## src/rtl/wb_arb2.sv

```systemverilog
// Two-master, one-slave Wishbone classic arbiter.
// Round-robin grant that is held for the whole owner bus cycle, with a
// per-transfer ack watchdog that answers a silent slave with a one-cycle err.
//
// Handshake: a transfer is requested while cyc and stb are both high and
// completes in the cycle the slave raises ack (one pulse). The owning master
// must then drop stb or present its next transfer. The arbiter forwards stb
// and ack without buffering, so it adds no latency once the grant is held.
module wb_arb2 #(
    parameter int AW      = 10,
    parameter int DW      = 32,
    parameter int SW      = DW / 8,
    parameter int TIMEOUT = 16
) (
    input  logic          clk_i,
    input  logic          rst_ni,
    // master 0
    input  logic          m0_cyc_i,
    input  logic          m0_stb_i,
    input  logic          m0_we_i,
    input  logic [AW-1:0] m0_adr_i,
    input  logic [DW-1:0] m0_dat_i,
    input  logic [SW-1:0] m0_sel_i,
    output logic          m0_ack_o,
    output logic          m0_err_o,
    output logic [DW-1:0] m0_dat_o,
    // master 1
    input  logic          m1_cyc_i,
    input  logic          m1_stb_i,
    input  logic          m1_we_i,
    input  logic [AW-1:0] m1_adr_i,
    input  logic [DW-1:0] m1_dat_i,
    input  logic [SW-1:0] m1_sel_i,
    output logic          m1_ack_o,
    output logic          m1_err_o,
    output logic [DW-1:0] m1_dat_o,
    // slave
    output logic          s_cyc_o,
    output logic          s_stb_o,
    output logic          s_we_o,
    output logic [AW-1:0] s_adr_o,
    output logic [DW-1:0] s_dat_o,
    output logic [SW-1:0] s_sel_o,
    input  logic          s_ack_i,
    input  logic [DW-1:0] s_dat_i
);

    localparam int WDW = $clog2(TIMEOUT + 1);
    localparam logic [WDW-1:0] WDOG_LAST = WDW'(TIMEOUT - 1);

    typedef enum logic [1:0] {
        IDLE = 2'd0,
        OWN0 = 2'd1,
        OWN1 = 2'd2
    } state_t;

    state_t         state_q, state_d;
    logic           last_q, last_d;      // 0: m0 owned last, 1: m1 owned last
    logic [WDW-1:0] wdog_q, wdog_d;
    logic           err0_q, err0_d;
    logic           err1_q, err1_d;

    logic           own0;
    logic           own1;
    logic           timeout_hit;

    assign own0 = (state_q == OWN0);
    assign own1 = (state_q == OWN1);

    // Slave-side mux: everything is zero while idle, owner's signals otherwise.
    always_comb begin
        s_cyc_o = 1'b0;
        s_stb_o = 1'b0;
        s_we_o  = 1'b0;
        s_adr_o = '0;
        s_dat_o = '0;
        s_sel_o = '0;
        if (own0) begin
            s_cyc_o = m0_cyc_i;
            s_stb_o = m0_stb_i & ~err0_q;
            s_we_o  = m0_we_i;
            s_adr_o = m0_adr_i;
            s_dat_o = m0_dat_i;
            s_sel_o = m0_sel_i;
        end else if (own1) begin
            s_cyc_o = m1_cyc_i;
            s_stb_o = m1_stb_i & ~err1_q;
            s_we_o  = m1_we_i;
            s_adr_o = m1_adr_i;
            s_dat_o = m1_dat_i;
            s_sel_o = m1_sel_i;
        end
    end

    // Master-side returns: ack routed to the owner only; err yields to a late ack.
    always_comb begin
        m0_ack_o = s_ack_i & own0;
        m1_ack_o = s_ack_i & own1;
        m0_err_o = err0_q & ~s_ack_i;
        m1_err_o = err1_q & ~s_ack_i;
        m0_dat_o = s_dat_i;
        m1_dat_o = s_dat_i;
    end

    // Grant FSM next state: round-robin from IDLE, release when owner drops cyc.
    always_comb begin
        state_d = state_q;
        last_d  = last_q;
        case (state_q)
            IDLE: begin
                if (m0_cyc_i && m1_cyc_i) begin
                    state_d = last_q ? OWN0 : OWN1;
                end else if (m0_cyc_i) begin
                    state_d = OWN0;
                end else if (m1_cyc_i) begin
                    state_d = OWN1;
                end
            end
            OWN0: begin
                if (!m0_cyc_i) begin
                    state_d = IDLE;
                    last_d  = 1'b0;
                end
            end
            OWN1: begin
                if (!m1_cyc_i) begin
                    state_d = IDLE;
                    last_d  = 1'b1;
                end
            end
            default: state_d = IDLE;
        endcase
    end

    // Watchdog: count stalled strobe cycles, fire a one-cycle err on expiry.
    always_comb begin
        timeout_hit = s_stb_o && !s_ack_i && (wdog_q == WDOG_LAST);
        wdog_d      = '0;
        if (s_stb_o && !s_ack_i && !timeout_hit && (state_d != IDLE)) begin
            wdog_d = wdog_q + WDW'(1);
        end
        err0_d = timeout_hit && own0 && m0_cyc_i;
        err1_d = timeout_hit && own1 && m1_cyc_i;
    end

    // State registers with asynchronous active-low reset.
    always_ff @(posedge clk_i or negedge rst_ni) begin
        if (!rst_ni) begin
            state_q <= IDLE;
            last_q  <= 1'b1;
            wdog_q  <= '0;
            err0_q  <= 1'b0;
            err1_q  <= 1'b0;
        end else begin
            state_q <= state_d;
            last_q  <= last_d;
            wdog_q  <= wdog_d;
            err0_q  <= err0_d;
            err1_q  <= err1_d;
        end
    end

endmodule
```

## config.mk

```make
export PLATFORM = sky130hd
export DESIGN_NAME = wb_arb2
export DESIGN_NICKNAME = d
export VERILOG_FILES = /design/src/rtl/wb_arb2.sv
export SDC_FILE = /design/constraint.sdc
export NUM_CORES = 1
export LEC_CHECK = 0
export CAP_MARGIN = 20
export CORE_AREA = 4 4 94 96
export DETAILED_ROUTE_END_ITERATION = 10
export DIE_AREA = 0 0 98 100
export GPL_ROUTABILITY_DRIVEN = 0
export PLACE_DENSITY = 0.74
export SYNTH_ARGS = -nofsm -noshare
export SYNTH_HDL_FRONTEND = slang
export SYNTH_SLANG_ARGS = --single-unit
```

## constraint.sdc

```tcl
create_clock -name clk_i -period 1.5 [get_ports clk_i]
set_clock_uncertainty 0.1 [all_clocks]
set_input_delay 0.15 -clock clk_i [delete_from_list [all_inputs] [get_ports clk_i]]
set_output_delay 0.15 -clock clk_i [all_outputs]
set_load 0.1 [all_outputs]
```

# Word-level counts from Yosys, hierarchy flattened
# Cells that the tools add are included.
# op_classes
n_eq_ne	5
bitwise_logic	9
n_mul	0
reduce_logical	15
shift	0
muxes	23
n_lt_le_gt_ge	0
n_addsub	1
n_div	0
# ops
op	count
$mux W32	2
$mux W10	2
$mux W2	6
$logic_and A1 B1 Y1	9
$mux W1	8
$mux W4	2
$and A1 B1 Y1	6
$pmux W2 S3	1
$add A5 B1 Y5 const B	1
$eq A5 B4 Y1 const B	1
$mux W5	1
$ne A2 B2 Y1 const B	2
$reduce_bool A2 Y1	2
$not A1 Y1	3
$reduce_and A3 Y1	1
$eq A2 B1 Y1 const B	1
$eq A2 B2 Y1 const B	1
$logic_not A1 Y1	2
$logic_not A2 Y1	1
$pmux W1 S2	1
# totals
regBits	10
memories	0
inputBits	133
latch_bits	0
mem_bits_rw	0
romBits	0
out_inout_bits	117

# Longest topological paths before layout
# logic_depth
word_depth	10
mapped_depth	6

# Worst setup path after synthesis
# No wires, ideal clock.
# synth_path
path_kind	flip-flop to output port
start	register state_q[1]
end	output port m0_ack_o
slack_ns	-0.437
stages_incl_launch_ff	5
t_arrival_ns	1.687
required_time_ns	1.250
n_path_buf	2
cell_sequence	dfrtp_1 and2b_4 buf_6 buf_4 and2_1
# synth_via
elab_chain_len	2
# synth_lines
element	line_no	source
start, declared	57	state_t state_q, state_d;
start signal, assigned	155	state_q <= state_d;
$eq A2 B1 Y1	67	assign own0 = (state_q == OWN0);
$and A1 B1 Y1	97	m0_ack_o = s_ack_i & own0;
end, declared	24	output logic m0_ack_o,
# Every way passes these cells.

# Worst setup path in the final report
# layout_path
start	register state_q[1]
end	output port s_dat_o[17]
# layout_via
elab_chain_len	3
word_cells_on_any_way	4
classes_between	eq/ne: 2; mux: 2
# layout_lines
element	line_no	source
$eq A2 B2 Y1	68	assign own1 = (state_q == OWN1);
$mux W32	85	end else if (own1) begin
$mux W32 *	78	if (own0) begin
end, declared	42	output logic [DW-1:0] s_dat_o,
# Mark *: on every way between the ends. The rest lies on a longest branch, timed or not.

==> impl_summary.log <==
[metrics] Setup Viol. Count Final: 54
[metrics] proportion of synthesized chip area in sequential cells: between 10% and 20%
[metrics] DPL Wire Length: around 5300 um
[metrics] failing checks: setup timing
[metrics] count of input and output buffers: 153
[metrics] area share of the largest cell type after synthesis: between 30% and 40%
[metrics] final worst-path setup slack: -253 ps
[metrics] total vias in the final route: 1673
[metrics] IR drop worst, VDD: ~0.00048 V
[metrics] std cell rows: 33
[metrics] required time at the endpoint of the critical path: approximately 1300 ps
[metrics] clock net sink count: 10
[metrics] highest routing layer actually used: met4
[metrics] Core Area: 8050 um^2
[metrics] number of fillers in the final layout: ~710
[metrics] ranking of synthesized cells by area: sky130_fd_sc_hd__buf_4 (34%), sky130_fd_sc_hd__a22o_1 (28%), sky130_fd_sc_hd__dfrtp_1 (15%)
[metrics] Buffers & Inverters on Critical Path: 3
[metrics] root buffer cell: sky130_fd_sc_hd__clkbuf_8
[metrics] unrepaired setup endpoints after global routing: yes
[metrics] synthesized area divided by synthesized cell count: 8.71 um^2
[metrics] cell class contributing the biggest share of worst-path delay: buffers and inverters
[metrics] total length of routed met2 wires: 4000 um
[metrics] CTS tree: done
[metrics] vias in the first global route: around 1800
[metrics] diodes inserted: 0
[metrics] kind of path behind the tightest hold check: primary input to asynchronous set/reset pin
[metrics] number of different library cells in the post-synthesis netlist: 26
[metrics] average vias per placed instance: approximately 4.4
[metrics] GRT overflow: 0
[metrics] overall die width: 98 um
[metrics] final period demand of the worst path: 1750 ps
[metrics] worst relative slew slack: 68.7%
[metrics] maximum fanout encountered on the critical timing path: 10
[metrics] routed length on met1: approximately 2700 um
[metrics] result of the run: finished with violations
[metrics] pin count of the biggest net entering global routing: 30
[metrics] fraction of final layout cells with drive strength greater than 1: 53.5%
[metrics] clock transition at the register clock pins on the worst setup and hold paths after CTS: ~50 ps
[metrics] worst-path cell with the longest stage delay: sky130_fd_sc_hd__dfrtp_1
[metrics] signal arrival time at the worst endpoint: 1500 ps
[metrics] Routed Antenna Nets: 0
[metrics] number of antenna violations at the first check in global routing: 0
[metrics] cells traversed along the worst timing path: nor2b_4, buf_12, buf_12, a22o_2, buf_12
[metrics] Sum Neg Setup Slack: -12140 ps
[metrics] fraction of the cycle the final worst path needs: 117%
[metrics] overall routed net length: between 7000 and 8000 um
[metrics] Crit path top cell by count: sky130_fd_sc_hd__buf_12
[metrics] per-cell routed wire length: about 20 um
[metrics] Slew @ Worst Pin: 469 ps
[metrics] startpoint type of the worst setup path: flip-flop
[metrics] total iterations of the first detailed-routing run: 4
[metrics] fmax: 0.570 GHz
[metrics] die area: between 9000 and 10000 um^2
[metrics] pwr dens: 1070 nW/um^2
[metrics] buffer depth of the longest clock path: 2
[metrics] Global Route Usage Sum: 12.1%
[metrics] initial standard-cell utilization of the core: 18.4%
[metrics] number of maximum-capacitance violations: 0
[metrics] biggest cell delay along the critical path: around 400 ps
[metrics] post-synth top area cell: sky130_fd_sc_hd__buf_4
[metrics] Slew Viols, Final: 0
[metrics] reported leakage power: 1.65 nW
[metrics] number of design-rule violations left by the first detailed-router iteration: 36
[metrics] critical path start-end classification: flip-flop to output pin
[metrics] post-synthesis instance total: 170
[metrics] drt drc: 0
[metrics] latest clock arrival within the worst-skew pair: 240 ps
[metrics] boundary pin count: 250
[metrics] met3 WL post-DR: about 590 um
[metrics] first-pass GRT wire length: between 9000 and 10000 um
[metrics] growth of design area from synthesis to finish: 162%
[metrics] Layout Nets: 411
[metrics] count of hold buffers inserted by post-cts repair: 0
[metrics] CTS buffer count: 3
[metrics] hold violation count in the final report: 0
[metrics] Synth Net Count: 305
[metrics] yosys synthesis warning count: 0
[metrics] synthesized cell area: ~1500 um^2
[metrics] height of the die: 100 um
[metrics] setup slack at placement: -37.7 ps
[metrics] number of synthesized register bits: 10
[metrics] H-tree levels: 1
[metrics] Critical Path End Type: output pin
[kinds of logic after synthesis]
| family | synth area share [%] |
|---|---|
| buffers and inverters | 37.8 |
| adders and majority gates | 1.69 |
| DFF | 17.0 |
| xor gates and xnor gates | 1.18 |
| and+or+nand+nor | 11.7 |
| AOI/OAI and AO/OA | 30.7 |
[worst paths after layout]
check / start / to / slack (ps) / cells past startpoint
setup / recovery: state_q[1] / s_dat_o[17] / -250 / 5
max in group asynchronous: rst_ni / state_q[0] / 820 / 1
setup reg to reg: state_q[0] / err1_q / -40 / 5
hold reg to reg: last_q / last_q / 440 / 2
min in group clk_i: s_dat_i[17] / m0_dat_o[17] / 200 / 0
hold / removal: rst_ni / err0_q / 130 / 1
[power by group]
part	leakage, nW	internal (mW)	switching [mW]	total, mW
combinational	1.49	1.47	2.04	3.51
sequential	0.132	0.294	0.0193	0.313
clock	0.0288	0.231	0.113	0.344
total	1.65	2.00	2.18	4.17
[per-stage QoR]
| stage | instance area, um^2 | utilization (%) | cells | total power, mW | hold slack (ps) |
|---|---|---|---|---|---|
| finish | 3890 | 48.3 | 380 | 4.17 | 131 |
| global route | 3890 | 48.3 | 380 | 4.28 | 168 |
| CTS | 3530 | 43.8 | 372 | 3.94 | 144 |
| detailed placement | 3420 | 42.5 | 365 | 3.56 | 201 |
| global placement | 3420 | 42.5 | 365 | 3.53 | 201 |
| floorplan | 1640 | - | 170 | 3.04 | -246 |
[worst register-to-register path: cells and delay by family (launching register included)]
| kind | cells | cell delay, ps |
|---|---|---|
| AND/OR/NAND/NOR | 3 | 600 |
| flip-flops | 1 | 450 |
| buffers and inverters | 2 | 300 |
[cell usage after synthesis]
cell                       number
sky130_fd_sc_hd__nand2b_1       1
sky130_fd_sc_hd__and4bb_2       2
sky130_fd_sc_hd__nand3_1        1
sky130_fd_sc_hd__nor2b_1        4
sky130_fd_sc_hd__o21a_1         1
sky130_fd_sc_hd__ha_1           2
sky130_fd_sc_hd__nor2b_4        1
sky130_fd_sc_hd__buf_4         67
sky130_fd_sc_hd__and2b_4        1
sky130_fd_sc_hd__xor2_1         1
sky130_fd_sc_hd__nand2_1        2
sky130_fd_sc_hd__dfrtp_1        9
sky130_fd_sc_hd__buf_2          6
sky130_fd_sc_hd__inv_1          4
sky130_fd_sc_hd__a22o_1        47
sky130_fd_sc_hd__and3_1         1
sky130_fd_sc_hd__and2_1         2
sky130_fd_sc_hd__nor4b_2        2
sky130_fd_sc_hd__nand2_2        1
sky130_fd_sc_hd__a21oi_1        2
sky130_fd_sc_hd__buf_6          1
sky130_fd_sc_hd__o21ai_0        2
sky130_fd_sc_hd__dfstp_2        1
sky130_fd_sc_hd__nor2_1         7
sky130_fd_sc_hd__xnor2_1        1
sky130_fd_sc_hd__o221ai_2       1
[registers in the layout, indices dropped and copies added (netlist names)]
register  cells
err1_q        1
state_q       2
wdog_q        5
err0_q        1
last_q        1
[cells in the final DEF, fill, tap and decap left out, types with 2 or more instances in the layout]
master | netlist | routed
sky130_fd_sc_hd__and4bb_2 | 2 | 2
sky130_fd_sc_hd__clkbuf_8 | 0 | 4
sky130_fd_sc_hd__nor2b_2 | 0 | 2
sky130_fd_sc_hd__nand2_2 | 1 | 3
sky130_fd_sc_hd__buf_6 | 1 | 2
sky130_fd_sc_hd__ha_2 | 0 | 2
sky130_fd_sc_hd__inv_1 | 4 | 3
sky130_fd_sc_hd__a21oi_1 | 2 | 2
sky130_fd_sc_hd__a22o_4 | 0 | 39
sky130_fd_sc_hd__dfrtp_1 | 9 | 8
sky130_fd_sc_hd__a22o_2 | 0 | 8
sky130_fd_sc_hd__nor2b_1 | 4 | 2
sky130_fd_sc_hd__nor2_1 | 7 | 5
sky130_fd_sc_hd__o21ai_0 | 2 | 2
sky130_fd_sc_hd__buf_12 | 0 | 58
sky130_fd_sc_hd__and2_4 | 0 | 2
sky130_fd_sc_hd__clkdlybuf4s50_1 | 0 | 100
sky130_fd_sc_hd__clkbuf_16 | 0 | 4
sky130_fd_sc_hd__buf_4 | 67 | 11
[cell type report]
class | instances | area (um^2) | area share, %
inverters | 4 | 18.8 | 0.483
clock buffers | 4 | 55.1 | 1.42
well taps | 105 | 131 | 3.38
repair buffers | 175 | 2370 | 60.9
multi-input cells | 82 | 1060 | 27.3
flip-flops and latches | 10 | 253 | 6.50
[what timing repair did]
item	in CTS	in global routing
pin swaps	3	29
resized for setup	7	29
setup buffers	3	3
cloned	0	6
endpoints found under the setup margin	55	58
[routing by layer]
metal  up-vias  GRT usage [%]
li1        762              -
met1       800           12.8
met2        87           23.1
met3        24           3.82
met4         0           3.41
met5         -              0
(Power assumes the default switching activity.)
